### src/rtl/dmem_access_unit.sv
// -----------------------------------------------------------------------------
// dmem_access_unit
//
// Memory-stage data access unit for the rv32i pipeline. It decodes the load
// and store controls of the memory-stage instruction and checks alignment and
// width legality. A legal access runs one request/response handshake with data
// memory. The unit drives byte enables and lane-shifted store data, and returns
// sign- or zero-extended load data. Illegal or misaligned accesses raise trap
// and never reach memory.
//
// Ports
//   clk, rst            clock, synchronous active-high reset
//   valid               memory-stage instruction is valid
//   data_read           instruction is a load
//   data_write          instruction is a store
//   funct3              load/store width encoding
//   addr                byte address from the ALU
//   store_data          rs2 value for stores
//   dmem_read           registered memory read request
//   dmem_write          registered memory write request
//   dmem_address        word-aligned request address
//   dmem_wdata          store data shifted into its byte lanes
//   dmem_byte_enable    byte lanes touched by the access
//   dmem_rdata          memory read data, valid with dmem_resp
//   dmem_resp           single-cycle memory response
//   stall               hold the pipeline up to and including this stage
//   load_data           extended load result, valid while done=1
//   done                one-cycle completion pulse
//   trap                misaligned or illegal access (combinational, IDLE only)
//   rmask, wmask        RVFI read/write byte masks for the access
// -----------------------------------------------------------------------------
module dmem_access_unit (
  input  logic        clk,
  input  logic        rst,
  input  logic        valid,
  input  logic        data_read,
  input  logic        data_write,
  input  logic [2:0]  funct3,
  input  logic [31:0] addr,
  input  logic [31:0] store_data,
  output logic        dmem_read,
  output logic        dmem_write,
  output logic [31:0] dmem_address,
  output logic [31:0] dmem_wdata,
  output logic [3:0]  dmem_byte_enable,
  input  logic [31:0] dmem_rdata,
  input  logic        dmem_resp,
  output logic        stall,
  output logic [31:0] load_data,
  output logic        done,
  output logic        trap,
  output logic [3:0]  rmask,
  output logic [3:0]  wmask
);

  localparam int DATA_W = 32;
  localparam int MASK_W = 4;

  // Load widths
  localparam logic [2:0] F3_LB  = 3'b000;
  localparam logic [2:0] F3_LH  = 3'b001;
  localparam logic [2:0] F3_LW  = 3'b010;
  localparam logic [2:0] F3_LBU = 3'b100;
  localparam logic [2:0] F3_LHU = 3'b101;
  // Store widths
  localparam logic [2:0] F3_SB  = 3'b000;
  localparam logic [2:0] F3_SH  = 3'b001;
  localparam logic [2:0] F3_SW  = 3'b010;

  typedef enum logic [1:0] {
    IDLE = 2'b00,
    BUSY = 2'b01,
    DONE = 2'b10
  } state_t;

  state_t state;

  // Byte lanes covered by an access. funct3[1:0] carries the size for both
  // loads and stores (00 byte, 01 half, 10 word); the unsigned load variants
  // differ only in bit 2.
  function automatic logic [MASK_W-1:0] lane_mask(input logic [1:0] size,
                                                   input logic [1:0] off);
    logic [MASK_W-1:0] m;
    case (size)
      2'b00:   m = 4'b0001 << off;
      2'b01:   m = 4'b0011 << off;
      default: m = 4'b1111;
    endcase
    return m;
  endfunction

  // Shift store data into the lanes selected by the byte offset.
  function automatic logic [DATA_W-1:0] align_store(input logic [DATA_W-1:0] data,
                                                    input logic [1:0]        off);
    return data << {off, 3'b000};
  endfunction

  // Pull the addressed bytes out of the returned word and extend them.
  function automatic logic [DATA_W-1:0] extend_load(input logic [2:0]        f3,
                                                    input logic [1:0]        off,
                                                    input logic [DATA_W-1:0] rdata);
    logic [DATA_W-1:0]        shifted;
    logic signed [7:0]        byte_s;
    logic signed [15:0]       half_s;
    logic signed [DATA_W-1:0] wide_s;
    logic [DATA_W-1:0]        result;
    shifted = rdata >> {off, 3'b000};
    byte_s  = shifted[7:0];
    half_s  = shifted[15:0];
    wide_s  = '0;
    result  = '0;
    case (f3)
      F3_LB: begin
        wide_s = byte_s;
        result = wide_s;
      end
      F3_LH: begin
        wide_s = half_s;
        result = wide_s;
      end
      F3_LBU:  result = {24'b0, shifted[7:0]};
      F3_LHU:  result = {16'b0, shifted[15:0]};
      F3_LW:   result = shifted;
      default: result = '0;
    endcase
    return result;
  endfunction

  // Legality of a load: reserved widths and natural alignment.
  function automatic logic load_is_bad(input logic [2:0] f3,
                                       input logic [1:0] off);
    logic b;
    case (f3)
      F3_LB, F3_LBU:  b = 1'b0;
      F3_LH, F3_LHU:  b = off[0];
      F3_LW:          b = (off != 2'b00);
      default:        b = 1'b1;
    endcase
    return b;
  endfunction

  // Legality of a store: only sb/sh/sw exist, each naturally aligned.
  function automatic logic store_is_bad(input logic [2:0] f3,
                                        input logic [1:0] off);
    logic b;
    case (f3)
      F3_SB:   b = 1'b0;
      F3_SH:   b = off[0];
      F3_SW:   b = (off != 2'b00);
      default: b = 1'b1;
    endcase
    return b;
  endfunction

  // ---- p0: decode of the incoming memory-stage instruction ----
  logic              bad_p0;
  logic              accept_p0;
  logic [MASK_W-1:0] be_p0;
  logic [DATA_W-1:0] wdata_p0;
  logic              idle_p0;

  always_comb begin
    idle_p0  = (state == IDLE);
    bad_p0   = 1'b0;
    if (data_read && load_is_bad(funct3, addr[1:0]))
      bad_p0 = 1'b1;
    if (data_write && store_is_bad(funct3, addr[1:0]))
      bad_p0 = 1'b1;
    if (valid && data_read && data_write)
      bad_p0 = 1'b1;
    accept_p0 = idle_p0 && valid && (data_read ^ data_write) && !bad_p0;
    be_p0     = lane_mask(funct3[1:0], addr[1:0]);
    wdata_p0  = align_store(store_data, addr[1:0]);
  end

  assign trap  = idle_p0 && valid && (data_read || data_write) && bad_p0;
  assign stall = accept_p0 || (state == BUSY);

  // ---- p1: access held while the memory handshake is outstanding ----
  logic       is_load_p1;
  logic [1:0] off_p1;
  logic [2:0] funct3_p1;

  always_ff @(posedge clk) begin
    if (rst) begin
      state            <= IDLE;
      dmem_read        <= 1'b0;
      dmem_write       <= 1'b0;
      dmem_address     <= '0;
      dmem_wdata       <= '0;
      dmem_byte_enable <= '0;
      load_data        <= '0;
      done             <= 1'b0;
      rmask            <= '0;
      wmask            <= '0;
    end else begin
      done <= 1'b0;
      case (state)
        IDLE: begin
          if (accept_p0) begin
            state            <= BUSY;
            is_load_p1       <= data_read;
            off_p1           <= addr[1:0];
            funct3_p1        <= funct3;
            dmem_read        <= data_read;
            dmem_write       <= data_write;
            dmem_address     <= {addr[31:2], 2'b00};
            dmem_byte_enable <= be_p0;
            dmem_wdata       <= wdata_p0;
            rmask            <= data_read  ? be_p0 : '0;
            wmask            <= data_write ? be_p0 : '0;
          end
        end
        BUSY: begin
          // ---- p2: response captured, result presented for one cycle ----
          if (dmem_resp) begin
            state      <= DONE;
            dmem_read  <= 1'b0;
            dmem_write <= 1'b0;
            done       <= 1'b1;
            load_data  <= is_load_p1 ? extend_load(funct3_p1, off_p1, dmem_rdata) : '0;
          end
        end
        DONE: begin
          // The pipeline advances out of this cycle, so returning to IDLE
          // cannot re-accept the same instruction.
          state <= IDLE;
          rmask <= '0;
          wmask <= '0;
        end
        default: state <= IDLE;
      endcase
    end
  end

endmodule
### config.mk
export PLATFORM = sky130hd
export DESIGN_NAME = dmem_access_unit
export DESIGN_NICKNAME = d
export VERILOG_FILES = /design/src/rtl/dmem_access_unit.sv
export SDC_FILE = /design/constraint.sdc
export NUM_CORES = 1
export LEC_CHECK = 0
export CAP_MARGIN = 20
export CORE_ASPECT_RATIO = 2
export CORE_MARGIN = 2
export CORE_UTILIZATION = 45
export CTS_BUF_LIST = sky130_fd_sc_hd__clkbuf_8
export DETAILED_ROUTE_END_ITERATION = 8
export GPL_ROUTABILITY_DRIVEN = 1
export PLACE_DENSITY = 0.83
export RECOVER_POWER = 100
export REMOVE_ABC_BUFFERS = 1
export SYNTH_ARGS = -nofsm -noshare
export SYNTH_HDL_FRONTEND = slang
export SYNTH_SLANG_ARGS = --single-unit
### constraint.sdc
create_clock -name clk -period 2.5 [get_ports clk]
set_input_delay 0.375 -clock clk [delete_from_list [all_inputs] [get_ports clk]]
set_output_delay 0.375 -clock clk [all_outputs]
set_load 0.02 [all_outputs]
Word level (Yosys, flattened, before mapping)
Cells that the tools add are included.
Widths: inputs -> output; s select.
{ "word_totals": {"ff_bits": 117, "word_cells": 84, "out_inout_bits": 113} }
{ "classes": {"n_bitwise": 3, "n_eq_ne": 13, "mux": 23, "n_reduce_logical": 28, "shifts": 4} }
{ "op_table": {"columns": ["operator", "n"], "rows": [
  ["$pmux 32 s5", 1],
  ["$mux 32", 1],
  ["$shl 32x5->32", 1],
  ["$shr 32x5->32", 1],
  ["$pmux 4 s2", 3],
  ["$mux 4", 4],
  ["$eq 3x3->1 const B", 4],
  ["$logic_and 1x1->1", 9],
  ["$reduce_and 2->1", 4],
  ["$mux 1", 7],
  ["$eq 3x1->1 const B", 2],
  ["$eq 3x2->1 const B", 2],
  ["$logic_not 3->1", 2],
  ["$pmux 1 s3", 2],
  ["$reduce_and 3->1", 2],
  ["$reduce_bool 2->1", 3],
  ["$reduce_or 2->1", 3],
  ["$eq 2x1->1 const B", 2],
  ["$logic_not 2->1", 2],
  ["$mux 2", 2],
  ["$ne 2x2->1 const B", 2],
  ["$pmux 1 s2", 2],
  ["$pmux 2 s2", 1],
  ["$shl 1x2->4 const A", 1],
  ["6 further kinds", 8]
]} }

Longest topological paths before layout
Gate-level depths: netlist (run 1).
{ "logic_depth": {"depth_word": 11, "ltp_mapped": 8, "mapped_depth_nobuf": 5} }

Worst setup path before layout (run 1)
Ideal clock, no wire load.
{ "synth_path": {"kind": "input port to output port", "start": "input port addr[1]", "end": "output port trap", "path_stages": 8, "slack_ns": 0.284, "t_arrival_ns": 1.841, "required_ns": 2.125, "cell_sequence": "clkbuf_1 o21a_1 o21a_1 buf_6 buf_6 clkbuf_1 nor2_1 nor3b_1"} }
{ "synth_via": {"elab_chain_len": 7, "word_cells_on_any_way": 9, "classes_between": "5 x mux; 4 x reduce/logical"} }
{ "synth_lines": {"columns": ["element", "line", "rtl"], "rows": [
  ["start: declaration", "39", "input logic [31:0] addr,"],
  ["$reduce_bool 2->1 *", "136, 149", null],
  ["$pmux 1 s3", "133", "case (f3)"],
  ["$logic_and 1x1->1", "165", "if (data_read && load_is_bad(funct3, addr[1:0]))"],
  ["$mux 1", "165", null],
  ["$mux 1 *", "167", "if (data_write && store_is_bad(funct3, addr[1:0]))"],
  ["$mux 1 *", "169", "if (valid && data_read && data_write)"],
  ["$logic_and 1x1->1 *", "176", "assign trap = idle_p0 && valid && (data_read || data_write) && bad_p0;"],
  ["end: declaration", "51", "output logic trap,"]
]} }
Mark *: on every way between the ends. The rest lies on a longest branch, timed or not.

Worst setup path after layout (run 1)
{ "layout_path": {"start": "input port data_write", "end": "output port stall"} }
{ "layout_via": {"elab_chain_len": 6, "word_cells_on_any_way": 9, "classes_between": "2 x mux; 1 x bitwise; 6 x reduce/logical"} }
{ "layout_lines": {"columns": ["element", "line", "rtl"], "rows": [
  ["start: declaration", "37", "input logic data_write,"],
  ["$logic_and 1x1->1", "167", null],
  ["$mux 1", "167", null],
  ["$mux 1", "169", null],
  ["$logic_not 1->1", "171", "accept_p0 = idle_p0 && valid && (data_read ^ data_write) && !bad_p0;"],
  ["$logic_and 1x1->1 *", "171", null],
  ["$logic_or 1x1->1 *", "177", "assign stall = accept_p0 || (state == BUSY);"],
  ["end: declaration", "48", "output logic stall,"]
]} }
Marked as above.

==> results of run 1 <==
## registers in the layout (all words and copies together) (netlist names), 2 cells and up
| register | flops |
|---|---|
| funct3_p1 | 3 |
| off_p1 | 2 |
| dmem_byte_enable | 4 |
| rmask | 4 |
| dmem_address | 30 |
| dmem_wdata | 32 |
| load_data | 32 |
| wmask | 4 |
| state | 2 |
## synth_stat cells, types with 2 or more instances
cell type / count / area share, %
nand2b_1: 9 / 1.0
buf_1: 2 / 0.14
mux4_2: 8 / 3.3
inv_1: 6 / 0.41
buf_2: 11 / 1.0
nand4_1: 10 / 1.1
nand3_1: 40 / 3.7
o31ai_1: 6 / 0.83
nor3b_2: 2 / 0.46
nand2_1: 23 / 1.6
a221oi_1: 8 / 1.3
o211ai_1: 9 / 1.2
nor3_1: 10 / 0.92
o2bb2ai_1: 7 / 1.1
mux2i_1: 40 / 7.4
nor2b_1: 4 / 0.46
o21a_1: 3 / 0.41
nor2_1: 28 / 1.9
mux2_2: 9 / 1.9
a22oi_1: 25 / 3.4
buf_6: 2 / 0.41
edfxtp_1: 6 / 3.3
or4_1: 9 / 1.2
dfxtp_1: 111 / 41
clkbuf_1: 44 / 3.0
a211oi_1: 12 / 1.7
o21ai_0: 58 / 5.3
buf_4: 2 / 0.28
a21oi_1: 78 / 7.2
## critical path, cell delays in order
cell and delay, ps:
clkdlybuf4s50_1 450, clkbuf_4 160, a22oi_1 280, o2111a_2 240, nand2_1 70, o21ai_0 100, dlygate4sd2_1 360
## report_power, final
group / internal, mW / total [mW] / leakage, nW / switching, mW
Clock: 0.944 / 1.68 / 0.201 / 0.734
Sequential: 1.93 / 1.96 / 0.952 / 0.0283
Combinational: 0.356 / 0.767 / 2.19 / 0.411
Total: 3.23 / 4.40 / 3.35 / 1.17
## worst max-delay path by stage
| stage | cells after the start | slack [ps] | to |
|---|---|---|---|
| floorplan | 4 | -1520 | funct3_p1[0] |
| detailed placement | 7 | -140 | stall |
| global route | 6 | 50 | trap |
| finish | 7 | 80 | stall |
| global placement | 7 | -70 | stall |
| CTS | 7 | 140 | stall |
## stage by stage
| step | instances | utilization (%) | setup slack [ps] | hold slack (ps) |
|---|---|---|---|---|
| after floorplan | 540 | - | -1520 | 444 |
| after global placement | 934 | 66.3 | -71.4 | 457 |
| after detailed placement | 934 | 66.3 | -141 | 461 |
| after CTS | 965 | 69.5 | 135 | 317 |
| after global routing | 966 | 69.2 | 46.3 | 344 |
| final | 966 | 69.2 | 76.6 | 345 |
## final cells by class
class / instances / area, sq um / area share, %
inverters: 6 / 22.5 / 0.276
flip-flops and latches: 117 / 2400 / 29.5
multi-input cells: 417 / 2770 / 34.0
repair buffers: 250 / 2390 / 29.4
clock inverters: 11 / 109 / 1.34
well taps: 145 / 181 / 2.23
clock buffers: 20 / 275 / 3.38
## per-layer routing
metal  up-vias  part of all wire, %
met3        73                  7.2
met2       329                   54
met1      2741                   33
met4         0                  5.5
met5         -                    0
li1       2652                    -
## logic make-up after synthesis
| logic type | after synthesis | synth area share, % |
|---|---|---|
| adder cells (fa/ha/maj) | 1 | 0.230 |
| AO/OA/AOI/OAI | 213 | 23.7 |
| flip-flops | 117 | 44.1 |
| multiplexers | 57 | 12.5 |
| AND/OR/NAND/NOR | 144 | 14.1 |
| buffers and inverters | 67 | 5.29 |
| other | 1 | 0.0689 |
==> run metrics, run 1 <==
Max Cap Viol=0; vias per inst=6.00; Port Buffers=215; Setup Viol. Count Final=0; Post-DP Area=0.00780 sq mm; Starting Density=46.2%; Mean Syn Cell Area=9.07 sq um; CTS tree=built; RSZ-0062 raised after global routing=no; # rows=56; status=complete, no violations; CP endpoint kind=output port; n_diodes=0; Final Instance Area=0.00815 sq mm; Leak=3.35 nW; Global Route met3 Usage=7.48%; post-synthesis register bit count=117; HP Class=in -> reg; reg2reg start=off_p1[0]; Fin. Hold Viols=0; CP startpoint kind=primary input; synthesized area=around 0.0054 sq mm; Global Route met2 Usage=48.8%; Initial DRC Count=336; part of the cycle the worst path needs=96.9%; Max Slew Vio Count=0; CTS H-tree lvls=4; Placeable Area=roughly 0.012 sq mm; worst setup path class=in -> out; I/O pin count=between 200 and 250; worst hold stages=2; Slew HR=between 20% and 30%; r2r worst-path depth=7; root buffer cell=clkbuf_8; commonest non-fill, non-tap cell in the layout=dlygate4sd3_1; Warnings, synthesis=0; vias in the first global route=5980; first-pass GRT wire length=between 20 and 30 mm; initial antenna violation count=0; Mapped Cells=600; Slew @ Worst Pin=1050 ps; Fillers=918; via count=5795; antenna viol nets, final=0; CTS max path bufs=2; Power per Cell Area=540 mW/mm^2; Critical Path Start=data_write; largest fanout on the critical path=3; CTS Hold Buffers Added=0; PostCTS Resize Cnt=2; largest net degree at the start of global routing=63; Worst-path clk slew=70 ps; number of remaining DRC errors=0; GRT Total Usage=28.1%; fin crit period=2420 ps; Worst EP arrival=2050 ps; number of synthesized flops with an enable pin=6; final net count=approximately 920; met1 usage=27.0%; Post-Route Setup TNS=0 ps; Layout area overhead=49.8%; worst hold endpoint=load_data[7]; FF-to-FF End=load_data[28]; gpl congestion=~0.92; Avg WL per Cell=19.1 um; total CTS buffers=17; register area share after synthesis=44.1%; layout cells sized above 1=11.0%; Synth cell types=between 40 and 50; total congestion overflow=0; post-CTS setup buffers=0; Async SR Flop Fraction=0%; hold path startpoint=rst; CTS Sinks=117; Die Y=160 um; Top Usage Layer GRT=met2; commonest non-fill, non-tap cells in the layout=dlygate4sd3_1, dfxtp_1, clkdlybuf4s50_1; r2r setup slk=230 ps; worst clock skew=between 10 and 15 ps; Worst-Skew Late Latency=430 ps; DRT Pass-1 Iters=6; critical path required time=2120 ps; Peak VDD IR=0.528 mV; Tot Pwr=4.40 mW; Die Area=about 0.013 sq mm; die width=approximately 82 um; dominant synthesized flop cell=dfxtp_1; Post-DP HPWL=13.5 mm; maximum operating frequency=413 MHz; drt total wl=18.5 mm
No activity file was read; power rests on OpenSTA's default activity.
==> run 2: changes to the inputs <==
Settings changed: CORE_ASPECT_RATIO 2 to 0.8, CORE_UTILIZATION 45 to 41, PLACE_DENSITY 0.83 to 0.79, RECOVER_POWER 100 to 50.
Clock period 2.5 ns to 2.2 ns, I/O delays scaled along.
==> run metrics, run 2 (synthesized netlist as in run 1, its figures left out) <==
DRT Pass-1 Iters=7; Layout area overhead=53.7%; critical path required time=2540 ps; via count=5769; Setup Viol. Count Final=0; Final Util=64.8%; Initial DRC Count=496; Power per Cell Area=637 mW/mm^2; Die Area=0.0142 sq mm; Placeable Area=0.0129 sq mm; CTS H-tree lvls=4; largest registers=dmem_wdata (32), load_data (32), dmem_address (30); Peak VDD IR=0.399 mV; Worst-Skew Late Latency=440 ps; Worst EP arrival=2420 ps; Max Slew Vio Count=0; fin crit period=2080 ps; CTS tree=built; initial antenna violation count=0; Post-DP Area=0.00795 sq mm; Leak=3.38 nW; CTS Sinks=117; drt total wl=about 18 mm; worst clock skew=11.4 ps; Worst path max stage delay=890 ps; Port Buffers=approximately 220; Fin. Hold Viols=0; total congestion overflow=0; vias in the first global route=~5.7k; Avg WL per Cell=between 15 and 20 um; status=complete, no violations; worst setup path class=in -> reg; number of remaining DRC errors=0; Slew @ Worst Pin=1120 ps; Post-DP HPWL=12.9 mm; Slew HR=24.8%; commonest non-fill, non-tap cell in the layout=clkdlybuf4s50_1; largest net degree at the start of global routing=63; WP buf/inv=2; routed length on met3=between 1.5 and 2 mm; Die Y=107 um; critical path cell sequence=dlygate4sd3_1 -> buf_4 -> nor3_1 -> nand4_1 -> o21ai_0; RSZ-0062 raised after global routing=no; maximum operating frequency=roughly 480 MHz; n_diodes=0; Worst-path clk slew=70 ps; die width=133 um; Max Cap Viol=0; HP Class=in -> reg; largest fanout on the critical path=8; Final Instance Area=approximately 0.0084 sq mm; antenna viol nets, final=0; CP endpoint kind=register; family with the most delay on the worst path=simple AND/OR/NAND/NOR gates; I/O pin count=218; total CTS buffers=17; layout cells sized above 1=12.8%; top layer reached by signal wires=met4; met1 WL=about 7.4 mm; Starting Density=42.1%; CP startpoint kind=primary input; GRT Total Usage=25.5%; # rows=37; root buffer cell=clkbuf_8; first-pass GRT wire length=around 30 mm; CTS max path bufs=2; gpl congestion=about 0.90; final net count=926; slowest CP cell=nor3_1; Tot Pwr=5.33 mW; vias per inst=5.72; commonest non-fill, non-tap cells in the layout=clkdlybuf4s50_1, dfxtp_1, dlygate4sd3_1; part of the cycle the worst path needs=around 94%; met2 WL=8.79 mm
==> run 2: cell types whose count changed in the layout (fill, tap and decap cells not counted), moves of 4 or more <==
cell	delta
clkbuf_2	-4
clkdlybuf4s50_1	+14
buf_4	+17
dlygate4sd3_1	-14
clkinv_2	-4
==> run 2: worst min-delay path, stage by stage <==
cell    delay [ps]
buf_2          160
buf_4          210
nor2_1         100
==> run 2: area by class of cell <==
class | instances | area [sq um]
Clock buffer | 19 | 262
Clock inverter | 13 | 180
Fill cell | 1017 | 4550
Inverter | 6 | 22.5
Multi-Input combinational cell | 417 | 2790
Sequential cell | 117 | 2400
Tap cell | 175 | 219
Timing Repair Buffer | 261 | 2490
==> run 2: metal layers <==
layer  GRT usage, %  vias up
met5              0        -
met4           7.53        0
met3           10.4       29
met2           42.2      299
met1           30.6     2761
li1               -     2680
==> run 2: timing repair <==
action	in CTS	in global routing
hold buffers	0	0
buffers inserted	0	0
setup endpoints to repair	2	6
gates resized for setup	8	4
endpoints found under the hold margin	0	0
==> run 2: power breakdown <==
part	internal, mW	leakage, nW	switching [mW]
logic	0.419	2.21	0.468
registers	2.19	0.952	0.0312
clock network	1.29	0.219	0.929
total	3.90	3.38	1.43
==> run 2: metrics by stage <==
stage | cells | setup TNS [ps] | hold slack (ps) | worst slack, ps
3_5_place_dp | 975 | -11700 | 452 | -321
3_3_place_gp | 975 | -7120 | 455 | -252
2_1_floorplan | 540 | -72940 | 399 | -1770
6_report | 1008 | 0 | 402 | 123
5_1_grt | 1008 | 0 | 374 | 31.3
4_1_cts | 1007 | 0 | 369 | 2.19
==> run 2: worst paths after layout <==
check	from	slack (ps)	to	depth (start not counted)
setup / recovery	addr[0]	120	dmem_wdata[1]	5
hold / removal	rst	400	state[1]	3
setup reg to reg	state[1]	190	load_data[11]	5
hold reg to reg	wmask[0]	470	wmask[0]	2
==> run 3: changes to the inputs <==
Settings changed: CTS_CLUSTER_SIZE set to 30.
==> results of run 3 <==
No change in the layout: final DEF, timing and power equal those of run 2.
